**src/rtl/gray_tick_pkg.sv**
```systemverilog
// Shared helpers for the Gray tick counter bank: code conversions and the
// prescaler width calculation.
package gray_tick_pkg;

  localparam int MAX_W = 32;

  // Prescaler needs at least one bit even when DIV is 1.
  function automatic int pre_width(input int div);
    return (div <= 1) ? 1 : $clog2(div);
  endfunction

  // Callers zero-extend narrower values and cast the result back to their width.
  function automatic logic [MAX_W-1:0] bin2gray(input logic [MAX_W-1:0] b);
    return b ^ (b >> 1);
  endfunction

  function automatic logic [MAX_W-1:0] gray2bin(input logic [MAX_W-1:0] g);
    logic [MAX_W-1:0] b;
    b[MAX_W-1] = g[MAX_W-1];
    for (int i = MAX_W - 2; i >= 0; i--) begin
      b[i] = b[i+1] ^ g[i];
    end
    return b;
  endfunction

endpackage

```
**src/rtl/gray_chan_counter.sv**
```systemverilog
// One counter channel: binary and Gray registers updated together, with
// clear-over-increment priority and optional saturation at the top value.
module gray_chan_counter
  import gray_tick_pkg::*;
#(
  parameter int WIDTH    = 4,
  parameter bit SATURATE = 1'b0
) (
  input  logic             clk1,
  input  logic             reset,
  input  logic             tick,
  input  logic             en,
  input  logic             clr,
  output logic [WIDTH-1:0] count_bin,
  output logic [WIDTH-1:0] count_gray,
  output logic             wrap,
  output logic             at_max
);

  localparam logic [WIDTH-1:0] CNT_MAX = '1;

  logic [WIDTH-1:0] nb;
  logic             wrap_next;

  always_comb begin
    nb        = count_bin;
    wrap_next = 1'b0;
    if (clr) begin
      nb = '0;
    end else if (tick && en) begin
      if (count_bin == CNT_MAX) begin
        if (!SATURATE) begin
          nb        = '0;
          wrap_next = 1'b1;
        end
      end else begin
        nb = count_bin + WIDTH'(1);
      end
    end
  end

  // Gray is derived from the next binary value so both buses always agree.
  always_ff @(posedge clk1 or posedge reset) begin
    if (reset) begin
      count_bin  <= '0;
      count_gray <= '0;
      wrap       <= 1'b0;
      at_max     <= 1'b0;
    end else begin
      count_bin  <= nb;
      count_gray <= WIDTH'(bin2gray(MAX_W'(nb)));
      wrap       <= wrap_next;
      at_max     <= (nb == CNT_MAX);
    end
  end

endmodule

```
**src/rtl/gray_tick_counter_bank.sv**
```systemverilog
// Bank of CHANNELS counters sharing one prescaler; each publishes a registered
// Gray value that a slower clock domain may synchronise safely.
module gray_tick_counter_bank
  import gray_tick_pkg::*;
#(
  parameter int WIDTH    = 4,
  parameter int DIV      = 3,
  parameter int CHANNELS = 2,
  parameter int SATURATE = 0
) (
  input  logic                      clk1,
  input  logic                      reset,
  input  logic [CHANNELS-1:0]       en,
  input  logic [CHANNELS-1:0]       clr,
  output logic                      tick,
  output logic [CHANNELS*WIDTH-1:0] count_bin,
  output logic [CHANNELS*WIDTH-1:0] count_gray,
  output logic [CHANNELS-1:0]       wrap,
  output logic [CHANNELS-1:0]       at_max
);

  localparam int               PRE_W    = pre_width(DIV);
  localparam logic [PRE_W-1:0] PRE_LAST = PRE_W'(DIV - 1);

  logic [PRE_W-1:0] pre;

  always_ff @(posedge clk1 or posedge reset) begin
    if (reset) begin
      pre <= '0;
    end else if (pre == PRE_LAST) begin
      pre <= '0;
    end else begin
      pre <= pre + PRE_W'(1);
    end
  end

  // Decoded from the register, so with DIV=1 tick is high even during reset.
  assign tick = (pre == PRE_LAST);

  for (genvar i = 0; i < CHANNELS; i++) begin : g_chan
    gray_chan_counter #(
      .WIDTH    (WIDTH),
      .SATURATE (SATURATE != 0)
    ) u_chan (
      .clk1       (clk1),
      .reset      (reset),
      .tick       (tick),
      .en         (en[i]),
      .clr        (clr[i]),
      .count_bin  (count_bin[i*WIDTH +: WIDTH]),
      .count_gray (count_gray[i*WIDTH +: WIDTH]),
      .wrap       (wrap[i]),
      .at_max     (at_max[i])
    );
  end

endmodule
```
**config.mk**
```make
export PLATFORM = sky130hd
export DESIGN_NAME = gray_tick_counter_bank
export DESIGN_NICKNAME = d
export VERILOG_FILES = /design/src/rtl/gray_tick_pkg.sv /design/src/rtl/gray_chan_counter.sv /design/src/rtl/gray_tick_counter_bank.sv
export SDC_FILE = /design/constraint.sdc
export NUM_CORES = 1
export LEC_CHECK = 0
export CORE_MARGIN = 1.5
export CORE_UTILIZATION = 30
export CTS_CLUSTER_DIAMETER = 50
export CTS_CLUSTER_SIZE = 16
export DETAILED_ROUTE_END_ITERATION = 6
export PLACE_DENSITY_LB_ADDON = 0.05
export SLEW_MARGIN = 20
export SYNTH_ARGS = -nofsm -noshare
export SYNTH_HDL_FRONTEND = slang
export SYNTH_SLANG_ARGS = --single-unit
```
**constraint.sdc**
```tcl
create_clock -name clk1 -period 1.6 [get_ports clk1]
set_input_delay 0.48 -clock clk1 [delete_from_list [all_inputs] [get_ports clk1]]
set_output_delay 0.48 -clock clk1 [all_outputs]
set_load 0.02 [all_outputs]
```
Word-level counts from Yosys, hierarchy flattened
Index checks and enable logic that the tools add are counted.

Input port bits: 6. Output and inout port bits: 21. Logic and storage cells: 34. Register bits after elaboration: 22.

Add/sub/neg operators: 3. Muxes and demuxes: 13. Bitwise logic cells: 2. Eq/ne operators: 5. Reductions and logical operators: 2.

Operators by type and width (count): 4-bit 2-to-1 mux (6); 4-bit == test, second input constant (4); 4-bit by 1-bit adder with 4-bit output, second input constant (2); 4-bit by 3-bit XOR with 4-bit output (2); 1-bit 2-to-1 mux (6); 2-bit by 1-bit adder with 2-bit output, second input constant (1); 2-bit == test, second input constant (1); 1-bit logical AND (2); 2-bit 2-to-1 mux (1).

Longest topological paths before layout
Depth after elaboration: 5. Gate-level depth with buffers: 6. Gate-level depth less buffers: 6.

Hierarchy
Synthesis repeated with hierarchy kept, for this count alone.

Cell total of the unflattened synthesis: 82. Area total of the unflattened synthesis: 903.4 µm².

Modules (own cells, without submodules): gray_chan_counter (cells an instance 38, instances 2, area an instance 415.4 µm²); gray_tick_counter_bank (cells an instance 6, instances 1, area an instance 72.6 µm²).

Worst setup path before layout
Ideal clock, no wire load.

Path kind: flip-flop to flip-flop. Start: reg g_chan[1].u_chan.count_bin[0]. End: reg g_chan[1].u_chan.count_gray[0]. Buffers on the path: 0. Stages on the path, launching flop included: 6. Required time: 1.474 ns. Setup time: 0.126 ns. Arrival time: 1.558 ns. Slack: -0.084 ns. Path through: dfrtp_1 -> ha_1 -> nand3_1 -> or3b_1 -> a21oi_1 -> ha_1.

Longest elaborated chain between the ends: 5.

Ends and longest elaborated chain: start: declaration (RTL line gray_chan_counter.sv:14) `output logic [WIDTH-1:0] count_bin,`; start signal: assignment (RTL line gray_chan_counter.sv:50) `count_bin <= nb;`; 4-bit by 1-bit adder with 4-bit output / 4-bit == test (equally long branches) (RTL line gray_chan_counter.sv:37, gray_chan_counter.sv:31); 4-bit 2-to-1 mux (RTL line gray_chan_counter.sv:31) `if (count_bin == CNT_MAX) begin`; 4-bit 2-to-1 mux (*) (RTL line gray_chan_counter.sv:30) `end else if (tick && en) begin`; 4-bit 2-to-1 mux (*) (RTL line gray_chan_counter.sv:28) `if (clr) begin`; named net g_chan[1].u_chan.nb[0] (RTL line gray_chan_counter.sv:22) `logic [WIDTH-1:0] nb;`; 4-bit by 3-bit XOR with 4-bit output (*) (RTL line gray_tick_pkg.sv:14) `return b ^ (b >> 1);`; end signal: assignment (RTL line gray_chan_counter.sv:51) `count_gray <= WIDTH'(bin2gray(MAX_W'(nb)));`; end: declaration (RTL line gray_chan_counter.sv:15) `output logic [WIDTH-1:0] count_gray,`.

Mark *: on every way through the listed nets, which the timed path passes. The rest lies on a longest branch.

Worst setup path after layout
Start: reg pre[0]. End: reg g_chan[0].u_chan.count_gray[2].

Longest elaborated chain between the ends: 5.

Ends and longest elaborated chain: start: declaration (RTL line gray_tick_counter_bank.sv:25) `logic [PRE_W-1:0] pre;`; start signal: assignment (RTL line gray_tick_counter_bank.sv:33) `pre <= pre + PRE_W'(1);`; 2-bit == test (RTL line gray_tick_counter_bank.sv:38) `assign tick = (pre == PRE_LAST);`; 1-bit logical AND (RTL line gray_chan_counter.sv:30); 4-bit 2-to-1 mux (RTL line gray_chan_counter.sv:30); 4-bit 2-to-1 mux (RTL line gray_chan_counter.sv:28); named net g_chan[0].u_chan.nb[3] (RTL line gray_chan_counter.sv:22); 4-bit by 3-bit XOR with 4-bit output (RTL line gray_tick_pkg.sv:14); end signal: assignment (RTL line gray_chan_counter.sv:51); end: declaration (RTL line gray_chan_counter.sv:15).

The timed path passes the listed nets, and every way through them passes these cells.

==> impl_metrics.yaml <==
routing:
  wl_per_cell_um: 11.5
  antenna_left: 0
  drc: 0
  drtIter0Drc: 25
  routed_wl_mm: 1.95
  vias: 726
  first_pass_iters: 4
  via_per_inst: 4.27
synthesis:
  synth.avg_cell_area_um2: 11.7
  syn_nets: 95
  synth_edf_count: 0
  ys_ff_latch: 20
  yosys.area.top_type_share: 0.513
  seq_area_frac_synth: 0.513
  yosysWarningCount: 0
  yosysMostFrequentCell: "dfrtp_1"
  synth_top_cells_by_count: "dfrtp_1 (20), nor2_1 (7), buf_4 (6), ha_1 (6), nand2_1 (6)"
  synth_area_um2: 975
  async_flop_share: 1.00
  synth.distinct_cells: 23
  synth_top_area_cell: "dfrtp_1"
  synth_area_leaders: "dfrtp_1 (51%), ha_1 (7.7%), buf_4 (4.6%)"
  synthFlopType: "dfrtp_1"
  synthCells: 83
timing:
  relSlewSlack: 0.730
  rsz0062_at_grt: "true"
  worst_slew_pin_slew_ns: 0.404
  max_freq_ghz: 0.626
  whs_ns: 0.481
  finClkSkew_ns: 0.00166
  finalCritPeriodShare: 0.999
  final-hold-violation-count: 0
  setup_tns_ns: 0
  fin_crit_ns: 1.60
  setup_viol: 0
  drv_slew: 0
global_routing:
  antenna_found_initial: 0
  grt_max_degree: 21
  grt.overflow.total: 0
  grt_pass1_vias: 710
  grt_usage: 0.122
  grt_first_pass_wirelength_mm: 3.26
critical_path:
  reg2reg_slack_ns: 0.002
  critPathCaptureType: "flip-flop"
  start_kind: "flip-flop"
  cpPeakStageDelay_ns: 0.41
  critical_path.max_fanout: 5
  critPathSlowestCell: "dfrtp_1"
  critPathArrivalTime_ns: 1.80
  worstPathRequired_ns: 1.80
  critPathKind: "reg2reg"
  crit_chain: "buf_6 -> nand4b_1 -> or3_1 -> a21oi_2 -> ha_1"
floorplanning:
  rows: 20
  die_h_um: 60
  start_util: 0.317
  dieWidth_um: 60
  core_area_mm2: 0.00308
  ios: 27
  die_area_mm2: 0.00360
status:
  status: "completed"
finish:
  layout-drive-gt1-share: 0.365
  fin_util: 0.495
  syn_to_final_growth_pct: 56.2
  fin_nets: 139
  antenna_cells: 0
  final_cells: 170
clocking:
  clockBufferDepth: 2
  insertion_delay_ns: 0.30
  clk_pin_slew_ns: 0.12
  h-tree-depth: 1
  cts_buffers: 3
  holdBufCountCts: 0
  cts_tree: "built"
  cts_sinks: 20
  cts_root_buf: "clkbuf_4"
pwr:
  power.density_mw_per_mm2: 656
  leakage_nw: 0.788
  irDropWorstVdd_uv: 586
  total_power_uw: 999
place:
  dp_hpwl_mm: 1.35
  gp_congestion: 0.730
  dp.cells: 161
  io_buffers: 26
hold_path:
  hold_class: "in2async"
flow_run:
  maxCapViolCount: 0
critical path: cells and delay by family, from the launching register on:
| family | cells | cell delay [ns] |
|---|---|---|
| AOI/OAI and AO/OA | 1 | 0.17 |
| adders and majority gates | 1 | 0.25 |
| buffers and inverters | 1 | 0.13 |
| DFF | 1 | 0.41 |
| and+or+nand+nor | 2 | 0.55 |
layer usage:
metal  part of all wire  global-route usage
met3              0.047              0.0455
met2               0.45               0.177
met4             0.0087              0.0286
met5                  0                   0
met1               0.50               0.171
sequential cells by signal, indices dropped and copies added (netlist names):
register                  count
g_chan.u_chan.count_bin       8
g_chan.u_chan.wrap            2
g_chan.u_chan.at_max          2
g_chan.u_chan.count_gray      6
pre                           2
final cells by class:
type | instances | area (um^2)
clock inverter | 1 | 30.0
fill | 303 | 1560
sequential | 20 | 503
multi-input combinational | 55 | 513
clock buffer | 3 | 22.5
inverter | 1 | 3.75
timing repair buffer | 46 | 395
tap | 44 | 55.1
per-stage QoR:
| stage | cell area (um^2) | worst slack [ns] |
|---|---|---|
| finish | 1520 | 0.00176 |
| global route | 1520 | -0.0705 |
| CTS | 1440 | -0.00243 |
| detailed placement | 1360 | -0.549 |
| global placement | 1360 | -0.523 |
| floorplan | 983 | 0.00641 |
report_power, final:
group	leakage, nW	internal, mW	switching [mW]	total [mW]
Combinational	0.490	0.0305	0.0403	0.0708
Clock	0.0279	0.253	0.161	0.414
Sequential	0.270	0.511	0.00340	0.514
final timing paths:
path / startpoint / end / depth (start not counted)
setup reg to reg: pre[0] / g_chan[0].u_chan.count_gray[2] / 5
hold reg to reg: pre[1] / pre[0] / 2
hold / removal: reset / g_chan[0].u_chan.at_max / 3
max in group asynchronous: reset / g_chan[1].u_chan.count_bin[1] / 3
min in group clk1: pre[1] / pre[0] / 2
setup / recovery: pre[0] / g_chan[0].u_chan.count_gray[2] / 5
layout by cell type (no fill, tap or decap), types with 2 or more instances in the layout:
| cell | instances |
|---|---|
| nor2_1 | 6 |
| buf_4 | 17 |
| xor2_1 | 4 |
| clkdlybuf4s15_1 | 6 |
| mux2i_1 | 3 |
| nand3b_4 | 2 |
| buf_6 | 3 |
| and2_1 | 2 |
| nand4b_1 | 3 |
| dlygate4sd2_1 | 14 |
| dfrtp_2 | 2 |
| clkbuf_4 | 3 |
| clkdlybuf4s50_1 | 3 |
| nor3_1 | 2 |
| nand2_1 | 6 |
| ha_1 | 3 |
| nand3_2 | 2 |
| dfrtp_1 | 18 |
| ha_4 | 3 |
| a21oi_2 | 2 |
| nor2b_1 | 3 |
kinds of logic after synthesis:
family | after synthesis | synth area share
xor gates and xnor gates | 4 | 0.0359
and+or+nand+nor | 32 | 0.205
DFF | 20 | 0.513
adders and majority gates | 6 | 0.0770
AOI/OAI and AO/OA | 7 | 0.0424
buffers and inverters | 8 | 0.0616
muxes | 6 | 0.0642
repair_timing:
item | 4_1_cts | 5_1_grt
setup endpoints to repair | 28 | 15
buffers inserted | 2 | 3
pin swaps | 6 | 5
gates resized for setup | 40 | 14
No activity file was read; power rests on OpenSTA's default activity.
